<file path="src/rtl/piso_tx.sv">
// piso_tx: parallel-in / serial-out transmitter.
//   Accepts a WIDTH-bit word over a valid/ready handshake and emits it one
//   bit per clock on a registered serial line. Consecutive words can be sent
//   with no gap: the next word is accepted on the edge that ends the last bit.
// Ports:
//   clk        - single clock, rising edge
//   rst        - synchronous active-high reset
//   data_in    - parallel word, captured only on an accept edge
//   valid_in   - upstream has a word on data_in
//   ready_out  - block can accept this cycle (combinational from state)
//   data_out   - serial bit (registered)
//   frame_out  - high while data_out carries a payload bit (registered)
//   last_out   - high during the final bit of a word (registered)
module piso_tx #(
    parameter int WIDTH     = 8,
    parameter bit LSB_FIRST = 1'b1
) (
    input  logic             clk,
    input  logic             rst,
    input  logic [WIDTH-1:0] data_in,
    input  logic             valid_in,
    output logic             ready_out,
    output logic             data_out,
    output logic             frame_out,
    output logic             last_out
);

    localparam int CW = (WIDTH > 1) ? $clog2(WIDTH) : 1;
    localparam logic [CW-1:0] CNT_LAST = CW'(WIDTH - 1);

    typedef enum logic {IDLE, SHIFT} state_t;

    state_t           state_q, state_d;
    logic [CW-1:0]    cnt_q, cnt_d;
    logic [WIDTH-1:0] sh_q, sh_d;
    logic             data_out_q, data_out_d;
    logic             frame_q, frame_d;
    logic             last_q, last_d;
    logic             accept;
    logic [WIDTH-1:0] sh_next;

    // The head bit always sits at the end the word leaves from, so shifting
    // moves the next transmit bit into the head position.
    function automatic logic head_bit(input logic [WIDTH-1:0] v);
        return LSB_FIRST ? v[0] : v[WIDTH-1];
    endfunction

    assign sh_next = LSB_FIRST ? {1'b0, sh_q[WIDTH-1:1]} : {sh_q[WIDTH-2:0], 1'b0};

    // Ready in IDLE, or on the last-bit cycle so the next word follows gap-free.
    assign ready_out = !rst && ((state_q == IDLE) || (cnt_q == CNT_LAST));
    assign accept    = valid_in && ready_out;

    always_comb begin
        state_d = state_q;
        cnt_d   = cnt_q;
        sh_d    = sh_q;
        case (state_q)
            IDLE: begin
                if (accept) begin
                    state_d = SHIFT;
                    cnt_d   = '0;
                    sh_d    = data_in;
                end
            end
            SHIFT: begin
                if (cnt_q != CNT_LAST) begin
                    cnt_d = cnt_q + CW'(1);
                    sh_d  = sh_next;
                end else if (accept) begin
                    cnt_d = '0;
                    sh_d  = data_in;
                end else begin
                    state_d = IDLE;
                    cnt_d   = '0;
                    sh_d    = '0;
                end
            end
            default: begin
                state_d = IDLE;
                cnt_d   = '0;
                sh_d    = '0;
            end
        endcase

        // Outputs are registered from next-state so bit 0 appears right at the
        // accept edge.
        frame_d    = (state_d == SHIFT);
        data_out_d = frame_d ? head_bit(sh_d) : 1'b0;
        last_d     = frame_d && (cnt_d == CNT_LAST);
    end

    always_ff @(posedge clk) begin
        if (rst) begin
            state_q    <= IDLE;
            cnt_q      <= '0;
            sh_q       <= '0;
            data_out_q <= 1'b0;
            frame_q    <= 1'b0;
            last_q     <= 1'b0;
        end else begin
            state_q    <= state_d;
            cnt_q      <= cnt_d;
            sh_q       <= sh_d;
            data_out_q <= data_out_d;
            frame_q    <= frame_d;
            last_q     <= last_d;
        end
    end

    assign data_out  = data_out_q;
    assign frame_out = frame_q;
    assign last_out  = last_q;

endmodule

</file>
<file path="config.mk">
export PLATFORM = sky130hd
export DESIGN_NAME = piso_tx
export DESIGN_NICKNAME = d
export VERILOG_FILES = /design/src/rtl/piso_tx.sv
export SDC_FILE = /design/constraint.sdc
export NUM_CORES = 1
export LEC_CHECK = 0
export CORE_UTILIZATION = 40
export DETAILED_ROUTE_END_ITERATION = 7
export PLACE_DENSITY = 0.71
export REMOVE_ABC_BUFFERS = 1
export SYNTH_ARGS = -nofsm -noshare
export SYNTH_HDL_FRONTEND = slang
export SYNTH_SLANG_ARGS = --single-unit
</file>
<file path="constraint.sdc">
create_clock -name clk -period 1.5 [get_ports clk]
set_input_delay 0.45 -clock clk [delete_from_list [all_inputs] [get_ports clk]]
set_output_delay 0.45 -clock clk [all_outputs]
set_load 0.01 [all_outputs]
</file>
# Yosys cells after proc, flatten, opt, wreduce, memory -nomap -nowiden
# Cells that the tools add are included.
# word_totals
elab_cells	29
regBits	14
# op_classes
bitwise_logic	2
n_eq_ne	4
n_addsub	1
reduce_logical	6
muxes	10
# ops
operator	n
8-bit two-way mux	3
8-bit case mux with 2 select lines	1
3-bit == test, second input constant	2
3-bit two-way mux	2
3-bit case mux with 2 select lines	1
3-bit by 1-bit adder with 3-bit output, second input constant	1
1-bit logical AND	3
3-bit != test, second input constant	1
1-bit two-way mux	2
2-bit != test, second input constant	1
1-bit NOT	2
1-bit case mux with 2 select lines	1
2-bit OR reduction	1
1-bit zero test	1
1-bit logical OR	1

# Logic depth before layout (Yosys ltp)
# depth
word_depth	9
mapped_depth	6
depth_no_buf	5

# Worst setup path after synthesis
# Ideal clock, no wire load.
# synth_timing
path_kind	flip-flop to output port
startpoint	register cnt_q[0]
endpoint	output port ready_out
path_buffers	1
path_stages_with_launch	6
t_required_ps	1050
t_arrival_ps	1106
path_slack_ps	-56
path_cell_list	dfxtp_1 -> ha_1 -> ha_1 -> and2b_1 -> buf_6 -> nor2_1
# synth_between
elab_chain_len	3
# synth_rtl
item	line	rtl
start: declaration	34	logic [CW-1:0] cnt_q, cnt_d;
start signal: assignment	103	cnt_q <= cnt_d;
3-bit == test	51	assign ready_out = !rst && ((state_q == IDLE) || (cnt_q == CNT_LAST));
1-bit logical OR	51	
1-bit logical AND	51	
end: declaration	22	output logic ready_out,
# No other way between the ends.

# Worst setup path after layout
# layout_timing
startpoint	register cnt_q[1]
endpoint	output port ready_out
# The elaborated chain is that of the path after synthesis.

==> impl_results.rst <==
.. list-table::
   :header-rows: 1

   * - Metric
     - Value
   * - Number of antenna-violating nets in the routed design
     - 0
   * - Total congestion overflow after global routing
     - 0
   * - Effective utilization at floorplan
     - 0.433
   * - Maximum number of buffers from clock root to sink
     - 2
   * - Gate count after technology mapping
     - 55
   * - Max-slew violation count
     - 0
   * - Pre-CTS worst setup slack
     - -0.505 ns
   * - Register-to-register setup slack
     - -0.04 ns
   * - Area of the mapped netlist
     - 571 um^2
   * - Detail-routed net length per standard cell
     - approximately 13 um
   * - Least setup slack across all paths after layout
     - -0.255 ns
   * - Final cycle utilization of the critical path
     - 1.17
   * - Die outline area
     - 0.00158 mm^2
   * - Worst hold slack after final layout
     - 0.501 ns
   * - Startpoint of the worst register-to-register path
     - cnt_q[1]
   * - Total non-filler cell area in the finished layout
     - ~800 um^2
   * - GRT Total Usage
     - 0.179
   * - Crit-path slowest cell
     - sky130_fd_sc_hd__dfxtp_2
   * - Proportion of synthesized chip area in sequential cells
     - 0.456
   * - Height of the die
     - roughly 40 um
   * - Post-synthesis sequential element count
     - 13
   * - Maximum fanout along the worst path
     - 2
   * - Maximum number of pins on one net before global-route repair
     - 18
   * - Largest cells by area after synthesis
     - sky130_fd_sc_hd__dfxtp_1, sky130_fd_sc_hd__a221o_1, sky130_fd_sc_hd__nor3b_1
   * - Hold path endpoint
     - sh_q[7]
   * - First-pass GRT wire length
     - ~1800 um
   * - Endpoint required time on the critical path
     - ~1.1 ns
   * - Transition time at the pin with the least slew margin
     - around 0.34 ns
   * - Clock H-tree levels
     - 1
   * - Floorplan row count
     - 13
   * - Area Overhead vs Synth
     - 43.9%
   * - Num CTS Buffers
     - 3
   * - Finish-stage setup viols
     - 7
   * - Worst clock skew
     - 0.00672 ns
   * - Distinct cell type count after synthesis
     - 21
   * - Placed Cells incl. Taps
     - approximately 90
   * - Setup crit end kind
     - primary output
   * - Width of the die
     - 39.8 um
   * - DR vias/cell
     - 5.30
   * - Antenna violations before repair
     - 0
   * - Max stage delay on crit path
     - 0.36 ns
   * - DRC viols
     - 0
   * - CTS clk-pin slew, worst paths
     - roughly 0.07 ns
   * - FFs w/ async S/R, synth
     - 0
   * - Worst setup path class
     - register to primary output
   * - Clock latency on the worst-skew pair
     - 0.27 ns
   * - Startpoint Class
     - register
   * - Critical Path Most Common Cell
     - sky130_fd_sc_hd__ha_4
   * - Critical path arrival
     - approximately 1.3 ns
   * - TritonCTS clock tree
     - built
   * - Final Hold Fails
     - 0
   * - Clock sinks
     - 13
   * - Hold-critical path depth
     - 2
   * - Post-place instance area
     - 767 um^2
   * - Detailed Place HPWL
     - approximately 880 um
   * - Number of cells on the worst reg-to-reg path
     - 6
   * - Number of detailed-route iterations in the first pass
     - 2
   * - Number of synthesized flops with an enable pin
     - 0
   * - Violated checks
     - negative setup slack
   * - Number of max-cap violations
     - 0
   * - Total number of vias
     - approximately 500
   * - Number of antenna cells inserted
     - 0
   * - Min-Delay Startpoint
     - sh_q[7]
   * - Static Leak
     - around 0.00033 uW
   * - R2R Path End
     - sh_q[2]
   * - Wire length after detailed routing
     - 1230 um
   * - Commonest register cell after synthesis
     - sky130_fd_sc_hd__dfxtp_1
   * - Synth warnings
     - 0
   * - Number of global-route vias before repair
     - approximately 470
   * - Placer congestion estimate
     - around 0.7
   * - Iteration-0 DRC Markers
     - 15
   * - Tightest Hold Check Type
     - register to register
   * - I/O pin count
     - 15
   * - Core Util, Final
     - 0.623
   * - Max Freq
     - about 570 MHz
   * - Total power density per cell area
     - around 860 mW/mm^2
   * - Cell at the root of the clock tree
     - sky130_fd_sc_hd__clkbuf_4
   * - Leading area contributor after synthesis
     - sky130_fd_sc_hd__dfxtp_1
   * - Synthesized area per cell
     - roughly 10 um^2
   * - Final min period
     - approximately 1.8 ns
   * - Number of cells in the finished layout apart from fillers
     - 94
   * - I/O Buffers
     - 14
   * - Worst slew margin relative to its limit
     - 0.771
   * - Net count reported at finish
     - between 90 and 100
   * - Unrepaired setup endpoints after global routing
     - yes
   * - Maximum resistive drop on vdd
     - around 0.00051 V
   * - Yosys top cell area share
     - 0.456
   * - Core region area
     - between 0.001 and 0.0015 mm^2
   * - Share of cells above drive strength 1
     - 0.241
   * - Crit path cell chain
     - ha_4 > ha_4 > and2b_1 > nor2_1 > buf_2
   * - Outcome
     - finished with violations
==> layer usage <==
| metal | wire length (um) | global-route usage | up-vias |
|---|---|---|---|
| li1 | - | - | 252 |
| met5 | 0 | 0 | - |
| met4 | 0 | 0.103 | 0 |
| met2 | 605 | 0.307 | 11 |
| met1 | 574 | 0.201 | 235 |
| met3 | 53 | 0.0341 | 0 |
==> where the power goes <==
part           total (uW)  internal (uW)  leakage [uW]  switching, uW
Sequential            370            363      0.000107           7.39
Combinational         123           71.9      0.000206           51.0
Clock                 216            103     0.0000150            113
Total                 709            538      0.000328            172
==> per-stage QoR <==
stage          total power [uW]  TNS (ns)
2_1_floorplan               425    -0.199
3_3_place_gp                498     -2.26
3_5_place_dp                499     -2.37
4_1_cts                     717    -0.404
5_1_grt                     743    -0.808
6_report                    709    -0.402
==> worst max-delay path by stage <==
stage	startpoint	to	slack, ns	cells after the start
after floorplan	cnt_q[0]	ready_out	-0.06	4
after global placement	rst	ready_out	-0.52	3
after detailed placement	rst	ready_out	-0.51	3
after CTS	cnt_q[1]	ready_out	-0.28	5
after global routing	cnt_q[1]	ready_out	-0.32	5
final	cnt_q[1]	ready_out	-0.26	5
==> what timing repair did <==
item	4_1_cts	5_1_grt
buffers inserted	0	1
pin swaps	2	3
hold buffers	0	0
setup endpoints to repair	10	8
endpoints found under the hold margin	0	0
gates resized for setup	13	1
==> worst max-delay path: cells and delay by family, from the launching register on <==
| family | cells | cell delay (ns) |
|---|---|---|
| flops | 1 | 0.36 |
| fa+ha+maj | 2 | 0.27 |
| simple gates | 2 | 0.27 |
| buf+inv | 1 | 0.14 |
==> flip-flops by register name (all words and copies together), names as in the netlist <==
name       cells
cnt_q          3
frame_out      1
data_out       1
sh_q           7
last_out       1
==> area by class of cell <==
cell class	instances	area [um^2]
Clock buffer	4	26.3
Fill cell	117	497
Inverter	1	3.75
Multi-Input combinational cell	38	309
Sequential cell	13	263
Tap cell	15	18.8
Timing Repair Buffer	23	200
==> cells in the final DEF (no fill, tap or decap) <==
| cell type | Yosys | final |
|---|---|---|
| sky130_fd_sc_hd__and2b_1 | 1 | 1 |
| sky130_fd_sc_hd__clkdlybuf4s50_1 | 0 | 10 |
| sky130_fd_sc_hd__dfxtp_1 | 13 | 11 |
| sky130_fd_sc_hd__clkbuf_4 | 0 | 3 |
| sky130_fd_sc_hd__nand2b_1 | 1 | 1 |
| sky130_fd_sc_hd__a22oi_1 | 2 | 2 |
| sky130_fd_sc_hd__o2111ai_1 | 1 | 1 |
| sky130_fd_sc_hd__nor3_1 | 1 | 1 |
| sky130_fd_sc_hd__dlygate4sd2_1 | 0 | 2 |
| sky130_fd_sc_hd__inv_1 | 1 | 1 |
| sky130_fd_sc_hd__dfxtp_2 | 0 | 2 |
| sky130_fd_sc_hd__and3b_1 | 1 | 1 |
| sky130_fd_sc_hd__clkdlybuf4s15_1 | 0 | 1 |
| sky130_fd_sc_hd__a221o_1 | 6 | 6 |
| sky130_fd_sc_hd__or2_2 | 1 | 1 |
| sky130_fd_sc_hd__buf_2 | 0 | 1 |
| sky130_fd_sc_hd__a32oi_1 | 1 | 1 |
| sky130_fd_sc_hd__a31oi_1 | 1 | 1 |
| sky130_fd_sc_hd__ha_4 | 0 | 2 |
| sky130_fd_sc_hd__nor3b_4 | 1 | 1 |
| sky130_fd_sc_hd__mux2i_1 | 1 | 1 |
| sky130_fd_sc_hd__nor2_1 | 9 | 9 |
| sky130_fd_sc_hd__buf_4 | 1 | 9 |
| sky130_fd_sc_hd__nor3b_1 | 6 | 6 |
| sky130_fd_sc_hd__clkbuf_1 | 1 | 1 |
| sky130_fd_sc_hd__nor2b_1 | 3 | 3 |
==> cell families after synthesis <==
group           count (synthesis)  share of synthesized area
compound gates                 11                      0.173
fa+ha+maj                       2                     0.0439
buf+inv                         4                     0.0460
flops                          13                      0.456
mux                             1                     0.0175
simple gates                   24                      0.263
==> synthesized netlist by cell type, types with 2 or more instances <==
library cell              number
sky130_fd_sc_hd__nor2_1        9
sky130_fd_sc_hd__nor2b_1       3
sky130_fd_sc_hd__dfxtp_1      13
sky130_fd_sc_hd__a221o_1       6
sky130_fd_sc_hd__ha_1          2
sky130_fd_sc_hd__nor3b_1       6
sky130_fd_sc_hd__a22oi_1       2
(Power assumes the default switching activity.)
==> edit 1: new RTL, config.mk and constraints unchanged <==
Set the parameter `LSB_FIRST` to 1'b0 (it was 1'b1).
--- a/src/rtl/piso_tx.sv
+++ b/src/rtl/piso_tx.sv
@@ -14,5 +14,5 @@
 module piso_tx #(
     parameter int WIDTH     = 8,
-    parameter bit LSB_FIRST = 1'b1
+    parameter bit LSB_FIRST = 1'b0
 ) (
     input  logic             clk,
Behaviour: not the same (a bounded check fails within 4 cycles, from zero or initial values and one cycle with rst high).
==> edit 1 against the unedited design <==
- the flow still finishes with violations (negative setup slack)
- power down 0.48%
- worst setup slack better by 0.086 ns
- fmax up 5.1%
- clock power down 2%
- design area up 1.8%
- synthesized area up 3.1%
- sequential cell count unchanged
- synthesized cell count up 3.6%
- wire length down 3.4%
- cell count unchanged
- critical path type unchanged
- largest power group unchanged
- highest routed layer is now met4
==> edit 1: results (changes against the unedited design) <==
INFO  metric run_status = finished with violations (unchanged)
INFO  metric violations = negative setup slack (unchanged)
INFO  metric post-place-ws = -0.5237 ns (was -0.5052 ns)
INFO  metric combinationalPowerShare = 17.6% (was 17.3%)
INFO  metric netlist_cell_types = 24 (was 21)
INFO  metric setup_tns = -0.1694 ns (was -0.4020 ns)
INFO  metric finalWorstSetupSlack = -0.1694 ns (was -0.2551 ns)
INFO  metric static-leakage-power = 0.3506 nW (was 0.3279 nW)
INFO  metric grt_pass1_wl = 1711 um (was 1835 um)
INFO  metric globalplace.congestion = 0.7570 (was 0.7024)
INFO  metric drt_pass1_iterations = 4 (was 2)
INFO  metric postCtsResizedCells = 14 (was 13)
INFO  metric cp_slowest_cell = dfxtp_2 (unchanged)
INFO  metric routed_wirelength = 1190 um (was 1232 um)
INFO  metric largest_net_degree_at_the_start_of_global_routing = 16 (was 18)
INFO  metric rr_endpoint = sh_q[1]$_SDFFE_PP0P_ (was sh_q[2]$_SDFFE_PP0P_)
INFO  metric grtUsageTotal = 16.51% (was 17.90%)
INFO  metric postPlaceCellArea = 767.0 um^2 (unchanged)
INFO  metric placed_cells = 88 (was 89)
INFO  metric worst_r2r_setup_slack = 0.03 ns (was -0.04 ns)
INFO  metric worst_margin_pin_slew = 0.2883 ns (was 0.3427 ns)
INFO  metric final_worst_clock_skew = 0.005247 ns (was 0.006718 ns)
INFO  metric drt-initial-drc-count = 6 (was 15)
INFO  metric synth.avg_cell_area = 10.32 um^2 (was 10.37 um^2)
INFO  metric ys_top_cells_by_count = dfxtp_1, nor2_1, a22oi_1 (was dfxtp_1, nor2_1, a221o_1, nor3b_1, nor2b_1)
INFO  metric detail_route.vias_per_cell = 5.223 (was 5.298)
INFO  metric synth_top_cells_by_area = dfxtp_1, a22oi_1, a21bo_1 (was dfxtp_1, a221o_1, nor3b_1)
INFO  metric worst_path_largest_cell_delay = 0.34 ns (was 0.36 ns)
INFO  metric synthToLayoutAreaGrowth = 42.13% (was 43.86%)
INFO  metric dieArea = 1627 um^2 (was 1581 um^2)
INFO  metric post_route_cells_drive_above_1_share = 25.32% (was 24.05%)
INFO  metric cp_data_arrival_time = 1.22 ns (was 1.31 ns)
INFO  metric setup_violations = 1 (was 7)
INFO  metric dp_hpwl = 848.8 um (was 881 um)
INFO  metric fillers = 118 (was 117)
INFO  metric post_cts_buffers = 1 (was 0)
INFO  metric ir_drop = 599.7 uV (was 510.2 uV)
INFO  metric grt_pass1_vias = 401 (was 472)
==> edit 1: metal layers <==
metal | share of wire, % | GRT usage (%) | vias to the layer above
li1 | - | - | 254
met1 | 50 | 20.61 | 225
met2 | 45 | 24.60 | 10
met3 | 4.8 | 8.333 | 2
met4 | 0.76 | 5.000 | 0
met5 | 0 | 0 | -
==> edit 1: cell type report <==
class,count,area share (%)
multi-input combinational,39,39.67
clock buffer,4,3.144
inverter,1,0.4491
sequential,13,31.44
timing repair buffer,22,23.05
tap,15,2.246
==> edit 1: worst max-delay path, delay by kind of cell, from the launching register on <==
family	cells	cell delay [ns]
simple gates	2	0.15
flops	1	0.34
fa+ha+maj	2	0.32
buf+inv	1	0.13
==> edit 1: worst min-delay path by stage <==
stage | endpoint | slack [ns] | cells after the start | from
floorplan | sh_q[0]$_SDFFE_PP0P_ | 0.45 | 2 | sh_q[0]$_SDFFE_PP0P_
global placement | sh_q[0]$_SDFFE_PP0P_ | 0.46 | 2 | sh_q[0]$_SDFFE_PP0P_
detailed placement | sh_q[0]$_SDFFE_PP0P_ | 0.50 | 2 | sh_q[0]$_SDFFE_PP0P_
CTS | sh_q[0]$_SDFFE_PP0P_ | 0.52 | 2 | sh_q[0]$_SDFFE_PP0P_
global route | cnt_q[1]$_SDFF_PP0_ | 0.58 | 2 | cnt_q[1]$_SDFF_PP0_
finish | sh_q[0]$_SDFFE_PP0P_ | 0.53 | 2 | sh_q[0]$_SDFFE_PP0P_
==> edit 1: logic make-up after synthesis <==
| logic type | synth area share [%] |
|---|---|
| flip-flops | 44.26 |
| adder cells (fa/ha/maj) | 4.255 |
| AO/OA/AOI/OAI | 21.49 |
| multiplexers | 1.702 |
| AND/OR/NAND/NOR | 23.40 |
| buffers and inverters | 4.892 |
==> edit 2: new RTL, config.mk and constraints unchanged <==
Made on the original files. Take the reset off `sh_q` and load it in a clocked block of its own.
--- a/src/rtl/piso_tx.sv
+++ b/src/rtl/piso_tx.sv
@@ -95,5 +95,4 @@
             state_q    <= IDLE;
             cnt_q      <= '0;
-            sh_q       <= '0;
             data_out_q <= 1'b0;
             frame_q    <= 1'b0;
@@ -102,9 +101,12 @@
             state_q    <= state_d;
             cnt_q      <= cnt_d;
-            sh_q       <= sh_d;
             data_out_q <= data_out_d;
             frame_q    <= frame_d;
             last_q     <= last_d;
         end
+    end
+
+    always_ff @(posedge clk) begin
+        sh_q <= sh_d;
     end
 
Check against the original RTL: no difference found for any inputs over 10 cycles, from zero or initial values and one cycle with rst high; that may be too few to reach the edited logic, so the function may still have changed.
==> edit 2 against the unedited design <==
- the flow still finishes with violations (negative setup slack)
- worst setup slack lost 0.0077 ns
- sequential share of layout area increased by 8.3 points
- synthesized area increased by 12%
- worst hold slack gained 0.0072 ns
- critical path depth stayed put
- non-clock buffer count is 3 lower
- clock power rose by 4%
- wire length down 6.9%
- design area up 6.6%
- power grew 14%
- sequential cell count increased by 1
- sequential power is 21% higher
- largest cell class is now sequential cells
==> edit 2: results (changes against the unedited design) <==
INFO  metric detailroute.wirelength.met2 = 581 um (was 605 um)
INFO  metric run_status = finished with violations (unchanged)
INFO  metric finalWorstSetupSlack = -0.2628 ns (was -0.2551 ns)
INFO  metric clkSlewWorstSetupHoldPaths = 0.09 ns (was 0.07 ns)
INFO  metric ys_top_cells_by_count = dfxtp_1, edfxtp_1, a22o_1, nor2_1 (was dfxtp_1, nor2_1, a221o_1, nor3b_1, nor2b_1)
INFO  metric relSlewSlack = 83.54% (was 77.07%)
INFO  metric violations = negative setup slack (unchanged)
INFO  metric postPlaceCellArea = 828.3 um^2 (was 767.0 um^2)
INFO  metric timing.hold.ws = 0.5082 ns (was 0.5010 ns)
INFO  metric grt_pass1_vias = 404 (was 472)
INFO  metric grt_pass1_wl = 1959 um (was 1835 um)
INFO  metric final_worst_clock_skew = 0.009060 ns (was 0.006718 ns)
INFO  metric hold_path_end = data_out$_SDFF_PP0_ (was sh_q[7]$_SDFFE_PP0P_)
INFO  metric met3WireLength = 37 um (was 53 um)
INFO  metric ir_drop = 461.5 uV (was 510.2 uV)
INFO  metric nets = 82 (was 93)
INFO  metric setup_violations = 10 (was 7)
INFO  metric route.vias.total = 429 (was 498)
INFO  metric synth_top_cells_by_area = edfxtp_1, dfxtp_1, a22o_1 (was dfxtp_1, a221o_1, nor3b_1)
INFO  metric drt-initial-drc-count = 10 (was 15)
INFO  metric drt_pass1_iterations = 3 (was 2)
INFO  metric worst_r2r_setup_slack = -0.10 ns (was -0.04 ns)
INFO  metric largest_registers = sh_q: 8 flops, cnt_q: 3 flops (was sh_q: 7 flops, cnt_q: 3 flops)
INFO  metric static-leakage-power = 0.3668 nW (was 0.3279 nW)
INFO  metric routed_length_on_met1 = 510 um (was 574 um)
INFO  metric post_synth_edffs = 7 (was 0)
## edit 2: cell count changes after synthesis, sizes merged, moves of 2 or more
cell,unedited run,this run
nor2b,3,0
a221o,6,1
edfxtp,0,7
dfxtp,13,7
a22o,0,6
nor3b,7,1
nand3b,0,2
## edit 2: layout make-up
class | instances | area, um^2
fill | 115 | 614.3
sequential | 14 | 352.8
multi-input combinational | 30 | 285.3
timing repair buffer | 20 | 190.2
clock buffer | 4 | 26.28
tap | 16 | 20.02
## edit 2: stage by stage
stage	instances	total power, mW	TNS, ns
CTS	84	0.8135	-0.9700
finish	84	0.8113	-0.9526
global placement	80	0.5933	-4.105
global route	84	0.8598	-1.519
detailed placement	80	0.5966	-4.499
floorplan	44	0.5169	-0.07292
## edit 2: cells by family (layout without fill, tap and decap cells)
| group | Yosys count | after routing | synth area share (%) |
|---|---|---|---|
| AOI/OAI and AO/OA | 10 | 10 | 14.14 |
| adders and majority gates | 2 | 2 | 3.929 |
| buffers and inverters | 2 | 24 | 4.125 |
| DFF | 14 | 14 | 55.01 |
| muxes | 2 | 2 | 3.144 |
| and+or+nand+nor | 16 | 16 | 19.65 |
## edit 2: repair_timing
action	4_1_cts	5_1_grt
pin swaps	1	0
resized for setup	13	1
endpoints found under the setup margin	13	11
## edit 2: power by group
group / internal (mW) / leakage (nW) / switching, mW
clock network: 0.103 / 0.0150 / 0.122
logic: 0.0832 / 0.222 / 0.0564
registers: 0.435 / 0.130 / 0.0118
total: 0.621 / 0.367 / 0.190
## edit 2: routing by layer
| metal | global-route usage, % | up-vias |
|---|---|---|
| met5 | 0 | - |
| li1 | - | 218 |
| met1 | 19.78 | 200 |
| met3 | 3.913 | 2 |
| met2 | 24.06 | 9 |
| met4 | 7.742 | 0 |
